File: config.mk
export PLATFORM = sky130hd
export DESIGN_NAME = esc_quad_pwm
export DESIGN_NICKNAME = d
export VERILOG_FILES = /design/src/rtl/esc_quad_pwm.sv
export SDC_FILE = /design/constraint.sdc
export NUM_CORES = 1
export LEC_CHECK = 0
export CELL_PAD_IN_SITES_DETAIL_PLACEMENT = 1
export CELL_PAD_IN_SITES_GLOBAL_PLACEMENT = 1
export CORE_MARGIN = 3
export CORE_UTILIZATION = 35
export DETAILED_ROUTE_END_ITERATION = 8
export GPL_ROUTABILITY_DRIVEN = 0
export HOLD_SLACK_MARGIN = 0.1
export PLACE_DENSITY = 0.6
export SYNTH_ARGS = -nofsm -noshare
export SYNTH_HDL_FRONTEND = slang
export SYNTH_SLANG_ARGS = --single-unit
export TNS_END_PERCENT = 5
File: constraint.sdc
create_clock -name clk -period 3.65 [get_ports clk]
set_input_delay 0.9125 -clock clk [delete_from_list [all_inputs] [get_ports clk]]
set_output_delay 0.9125 -clock clk [all_outputs]
set_load 0.02 [all_outputs]
File: src/rtl/esc_quad_pwm.sv
// esc_quad_pwm: four-channel ESC PWM generator with frame-aligned double-buffered speed updates.
// Optional failsafe watchdog is compiled in with `define ESC_QUAD_WDOG_EN.
module esc_quad_pwm #(
    parameter int PERIOD_CYC  = 125000,
    parameter int MIN_PW      = 50000,
    parameter int SCALE       = 24,
    parameter int WDOG_FRAMES = 4
) (
    input  logic        clk,
    input  logic        rst_n,
    input  logic        wrt,
    input  logic [10:0] frnt_spd,
    input  logic [10:0] bck_spd,
    input  logic [10:0] lft_spd,
    input  logic [10:0] rght_spd,
    output logic        frnt,
    output logic        bck,
    output logic        lft,
    output logic        rght,
    output logic        frm_strt,
    output logic        stale
);
    localparam int CW = $clog2(PERIOD_CYC);
    localparam logic [CW-1:0] LAST = CW'(PERIOD_CYC - 1);

    if (PERIOD_CYC <= MIN_PW + 2047 * SCALE || WDOG_FRAMES < 1) begin : g_cfg_err
        $error("esc_quad_pwm: PERIOD_CYC cannot hold a full-scale pulse");
    end

    logic [CW-1:0] cnt;
    logic [3:0][10:0] shd, act;
    logic [CW-1:0] wid [4];
    logic [3:0] pwm;
    logic pend, wrap;

    assign wrap = cnt == LAST;
    assign {rght, lft, bck, frnt} = pwm;

    always_ff @(posedge clk or negedge rst_n)
        if (!rst_n) cnt <= '0;
        else cnt <= wrap ? '0 : cnt + 1'b1;

    // a write landing on the wrap edge stays pending for the following wrap
    always_ff @(posedge clk or negedge rst_n)
        if (!rst_n) begin
            shd  <= '0;
            pend <= 1'b0;
        end else begin
            if (wrt) shd <= {rght_spd, lft_spd, bck_spd, frnt_spd};
            pend <= wrt | (pend & ~wrap);
        end

`ifdef ESC_QUAD_WDOG_EN
    localparam int WW = $clog2(WDOG_FRAMES + 1);
    logic [WW-1:0] wcnt;
    logic stl;

    always_ff @(posedge clk or negedge rst_n)
        if (!rst_n) begin
            wcnt <= '0;
            stl  <= 1'b1;
            act  <= '0;
        end else begin
            if (wrt) wcnt <= '0;
            else if (wrap && wcnt != WW'(WDOG_FRAMES)) wcnt <= wcnt + 1'b1;
            if (wrap && pend) begin
                act <= shd;
                stl <= 1'b0;
            end else if (wrap && wcnt == WW'(WDOG_FRAMES)) begin
                act <= '0;
                stl <= 1'b1;
            end
        end

    assign stale = stl;
`else
    always_ff @(posedge clk or negedge rst_n)
        if (!rst_n) act <= '0;
        else if (wrap && pend) act <= shd;

    assign stale = 1'b0;
`endif

    always_comb
        for (int i = 0; i < 4; i++) wid[i] = CW'(MIN_PW) + CW'(SCALE) * CW'(act[i]);

    always_ff @(posedge clk or negedge rst_n)
        if (!rst_n) begin
            pwm      <= '0;
            frm_strt <= 1'b0;
        end else begin
            frm_strt <= cnt == '0;
            for (int i = 0; i < 4; i++) pwm[i] <= cnt < wid[i];
        end
endmodule
# ---- Word level (Yosys, flattened, before mapping)
# Cells that the tools add are included.
dict set report totals {
  reg_bits 111
  latchBits 0
  ramBits 0
  rom_bits 0
  inputBits 47
  output_inout_bits 6
  elab_cells 32
  n_memories 0
}
dict set report op_classes {
  add_sub_neg 5
  mul 4
  div 0
  order_cmp 4
  n_eq_ne 1
  shifts 0
  mux 1
  bitwise_logic 3
  n_reduce_logical 2
}
# operator n
set op_table {}
lappend op_table {{16-bit by 16-bit adder with 17-bit output (first input constant)} 4}
lappend op_table {{17-bit less-than comparator} 4}
lappend op_table {{2-bit by 11-bit multiplier with 13-bit output (first input constant)} 4}
lappend op_table {{17-bit by 1-bit adder with 17-bit output (second input constant)} 1}
lappend op_table {{17-bit equality test (second input constant)} 1}
lappend op_table {{17-bit zero test} 1}
lappend op_table {{17-bit 2-to-1 mux} 1}
lappend op_table {{1-bit AND} 1}
lappend op_table {{1-bit logical AND} 1}
lappend op_table {{1-bit inverter} 1}
lappend op_table {{1-bit OR} 1}

# ---- Depth between registers and ports, before layout
dict set report depth {
  word_depth 4
  mapped_depth 16
  ltp_nobuf 16
}

# ---- Worst setup path after synthesis
# Ideal clock, no wire load.
dict set report synth_path {
  path_kind {flip-flop to flip-flop}
  start {reg act[12] (netlist bit)}
  end {reg pwm[1]}
  setup_ps 64
  arrival_ps 3194
  t_required_ps 3586
  setup_slack_ps 392
  path_stages_with_launch 17
  n_path_buf 0
  synth_period_minus_slack_ps 3258
  path_cell_list {dfrtp_1 -> ha_1 -> inv_1 -> fa_1 -> nor2b_1 -> o31a_1 -> o32a_1 -> nand2_1 -> nor4_2 -> and2b_1 -> xor2_1 -> ha_1 -> a21o_1 -> a21o_1 -> a21oi_1 -> o31a_1 -> a31o_2}
}
dict set report synth_via {
  elab_chain_len 3
}
# item line
set synth_lines {}
lappend synth_lines {{start, declared} 31} ;# logic [3:0][10:0] shd, act;
lappend synth_lines {{start signal, assigned} 78} ;# if (!rst_n) act <= '0;
lappend synth_lines {{start signal, assigned} 79} ;# else if (wrap && pend) act <= shd;
lappend synth_lines {{2-bit by 11-bit multiplier with 13-bit output} 85} ;# for (int i = 0; i < 4; i++) wid[i] = CW'(MIN_PW) + CW'(SCALE) * CW'(act[i]);
lappend synth_lines {{16-bit by 16-bit adder with 17-bit output} 85}
lappend synth_lines {{17-bit less-than comparator} 93} ;# for (int i = 0; i < 4; i++) pwm[i] <= cnt < wid[i];
lappend synth_lines {{end signal, assigned} 89} ;# pwm <= '0;
lappend synth_lines {{end, declared} 33} ;# logic [3:0] pwm;
# No other way between the ends.
# A chain may end at the register's enable or synchronous reset.

# ---- Worst setup path after layout
dict set report layout_path {
  start {reg act[11] (netlist bit)}
  end {reg pwm[1]}
}
# Same word-level chain as after synthesis.

==> metrics.md <==
| Metric | Value |
|---|---|
| Antenna violations before repair | `0` |
| Compound-Gate Fraction of Synth Area | `13.95%` |
| Synth Net Count | `918` |
| Final period utilization | `97.00%` |
| RSZ-0062 raised after global routing | `yes` |
| Vias/cell | `approximately 5.1` |
| Row cnt | `55` |
| Peak supply drop | `0.1648 mV` |
| Die width | `160.4 um` |
| Number of H-tree levels | `3` |
| PortBufs | `51` |
| Syn Inst Count | `roughly 770` |
| Hold WS | `~0.5 ns` |
| CP arrival | `3.80 ns` |
| Final WL | `19.77 mm` |
| Hold path depth | `1` |
| Setup crit end kind | `flip-flop` |
| Routed Antenna Nets | `0` |
| EDFF count, synth | `0` |
| Vias after detailed routing | `~6,000` |
| FF-to-FF End | `pwm[1]` |
| Core ar. | `~23,000 um2` |
| Top_reg_cell synth | `dfrtp_1` |
| CTS hold repair buffers | `0` |
| Hold path start | `shd[42]` |
| Fmax | `282.5 MHz` |
| Seq/Total Area, Yosys | `33.29%` |
| Commonest cells after routing, fill and taps aside | `110 x dfrtp_1, 98 x ha_1, 49 x clkdlybuf4s50_1` |
| CTS tree | `built` |
| CTS Buf Count | `9` |
| Mean area per synthesized cell | `between 10 and 15 um2` |
| Total power | `0.002522 W` |
| Pwr dens | `approximately 250 nW/um2` |
| DR WL/cell | `between 15 and 20 um` |
| Worst hold path class | `reg2reg` |
| Largest family of logic cells by synthesized area | `adder cells` |
| Initial Utilization | `36.19%` |
| Final worst path period need | `around 3.5 ns` |
| DR DRC count | `0` |
| Final slew viol count | `0` |
| Chip height | `around 160 um` |
| Die area | `roughly 26,000 um2` |
| WHS Endpoint | `act[42]` |
| Final Core Density | `approximately 43%` |
| Area Growth Syn to Fin | `19.08%` |
| Inserted Diodes | `0` |
| Tot GR Track Use | `15.30%` |
| Clock skew | `between 0.009 and 0.01 ns` |
| NumNets Final | `about 1,000` |
| I/O pins | `53` |
| # Max-Cap Violations | `0` |
| Critical path type | `reg2reg` |
| Seq cells post-synth | `111` |
| First-pass GRT wire length | `32.67 mm` |
| Syn Std Cell Area | `8343 um2` |
| Synth unique cells | `77` |
| Synth Warn # | `0` |
| DRT iter0 DRCs | `135` |
| Worst-path clk slew | `approximately 0.080 ns` |
| Leakage | `between 4 and 5 nW` |
| Share of cells above drive strength 1 | `23.63%` |
| Async S/R FF share, synth | `100.0%` |
| Setup TNS | `0 ns` |
| Fillers | `2,473` |
| Xor and xnor area share after synthesis | `8.083%` |
| Slew at the pin closest to its max-slew limit | `1.012 ns` |
| Main area contributors after synthesis | `dfrtp_1 33%, ha_1 15%, mux2_4 7.2%` |
| Multiplexer share of the synthesized area | `a little over an eighth` |
| Clk root buf | `clkbuf_16` |
| Vias in the first global route | `between 6,000 and 7,000` |
| Max transition margin | `32.54%` |
| Worst R2R Start | `act[11]` |
| Setup violations, final | `0` |
| Endpoints failing hold | `0` |
| Most common cell after layout, fill and taps aside | `dfrtp_1` |
| Largest net degree at the start of global routing | `76` |
| Post-DP HPWL | `approximately 14 mm` |
| Clk_lat worst skew | `0.36 ns` |
| Adder-cell area share of the yosys netlist | `16.26%` |
| Max clock buf depth | `2` |
| Critical path fanouts, max | `4` |
| Startpoint Class | `flip-flop` |
| Reg2Reg Setup Slack | `around 0.11 ns` |
| Synth Area in Simple Gates | `between 10% and 20%` |
| Worst reg-to-reg path cell count | `16` |
| Largest area contributor in the netlist | `dfrtp_1` |
| Req. time, crit path | `~3.9 ns` |
| Outcome | `completed` |
| Total grt overflow | `0` |
| Share of the synthesized area in the top cell type | `33.29%` |
| 1st-pass router iterations | `4` |
| Clock sink count | `about 110` |
## Yosys cell counts (all sizes together) (14+ instances only)
library cell and number:
nand3 15, nor2 41, a21oi 36, xnor2 35, nand2b 14, dfrtp 111, nor3 22, inv 40
o21ai 26, a21o 29, nand2 21, ha 102, xor2 42, mux2 88
## worst max path at each step
stage               startpoint      to  slack (ns)  cells past startpoint
floorplan              act[12]  pwm[1]        0.39                     16
global placement       act[12]  pwm[1]        0.20                     16
detailed placement     act[12]  pwm[1]       -0.02                     16
CTS                    act[11]  pwm[1]      0.0002                     16
global route           act[11]  pwm[1]       -0.07                     16
finish                 act[11]  pwm[1]        0.11                     16
## routing by layer
| metal | vias up | GRT usage [%] | wire length [um] |
|---|---|---|---|
| met3 | 10 | 2.373 | 304 |
| li1 | 2948 | - | - |
| met2 | 40 | 26.51 | 9871 |
| met5 | - | 0 | 0 |
| met4 | 0 | 3.077 | 165 |
| met1 | 2978 | 20.30 | 9424 |
## what timing repair did
action                                  4_1_cts  5_1_grt
gates cloned                                  0        0
endpoints found under the setup margin        1        2
pin swaps                                     3       24
setup buffers                                 5       19
gates resized for setup                       0       37
## cell families (layout without fill, tap and decap cells)
group                    count (synthesis)  after routing
other                                    1              1
AO/OA/AOI/OAI                          157            157
adder cells (fa/ha/maj)                106            106
AND/OR/NAND/NOR                        172            172
buffers and inverters                   53            143
flip-flops                             111            111
XOR/XNOR                                77             77
multiplexers                            88             88
## sequential cells by signal, summed over array words and instances (netlist names)
register and count:
act 44, cnt 17, frm_strt 1, pend 1, pwm 4, shd 44
## metrics by stage
step / setup WS [ns] / cells / instance area (um2)
6_report: 0.1097 / 1168 / 9935
5_1_grt: -0.07006 / 1168 / 9935
4_1_cts: 0.0002296 / 1149 / 9592
3_5_place_dp: -0.01856 / 1128 / 9244
3_3_place_gp: 0.2002 / 1128 / 9244
2_1_floorplan: 0.3919 / 765 / 8343
## worst max-delay path, stage by stage, from the launching register on
cell and delay, ns:
dfrtp_1 0.44, ha_4 0.19, inv_1 0.08, fa_2 0.22
nor2b_2 0.05, o31a_1 0.29, buf_4 0.16, o31ai_4 0.23
nand2_2 0.13, nor4_4 0.29, and2b_1 0.20, buf_4 0.11
nor3_1 0.03, ha_1 0.35, nand4_1 0.13, o31a_1 0.29
a31o_2 0.21
## cell type report
| class | count | area [um2] | area share (%) |
|---|---|---|---|
| inverter | 40 | 150.1 | 1.511 |
| tap | 313 | 391.6 | 3.942 |
| sequential | 111 | 2779 | 27.97 |
| clock inverter | 7 | 85.08 | 0.8564 |
| timing repair buffer | 87 | 773.2 | 7.783 |
| clock buffer | 9 | 225.2 | 2.267 |
| multi-input combinational | 601 | 5530 | 55.67 |
## report_power, final
part           total (W)  internal (W)  switching, W
Sequential       0.00130       0.00128     0.0000255
Combinational   0.000141     0.0000883     0.0000530
Clock            0.00108      0.000549      0.000529
No activity file was read; power rests on OpenSTA's default activity.
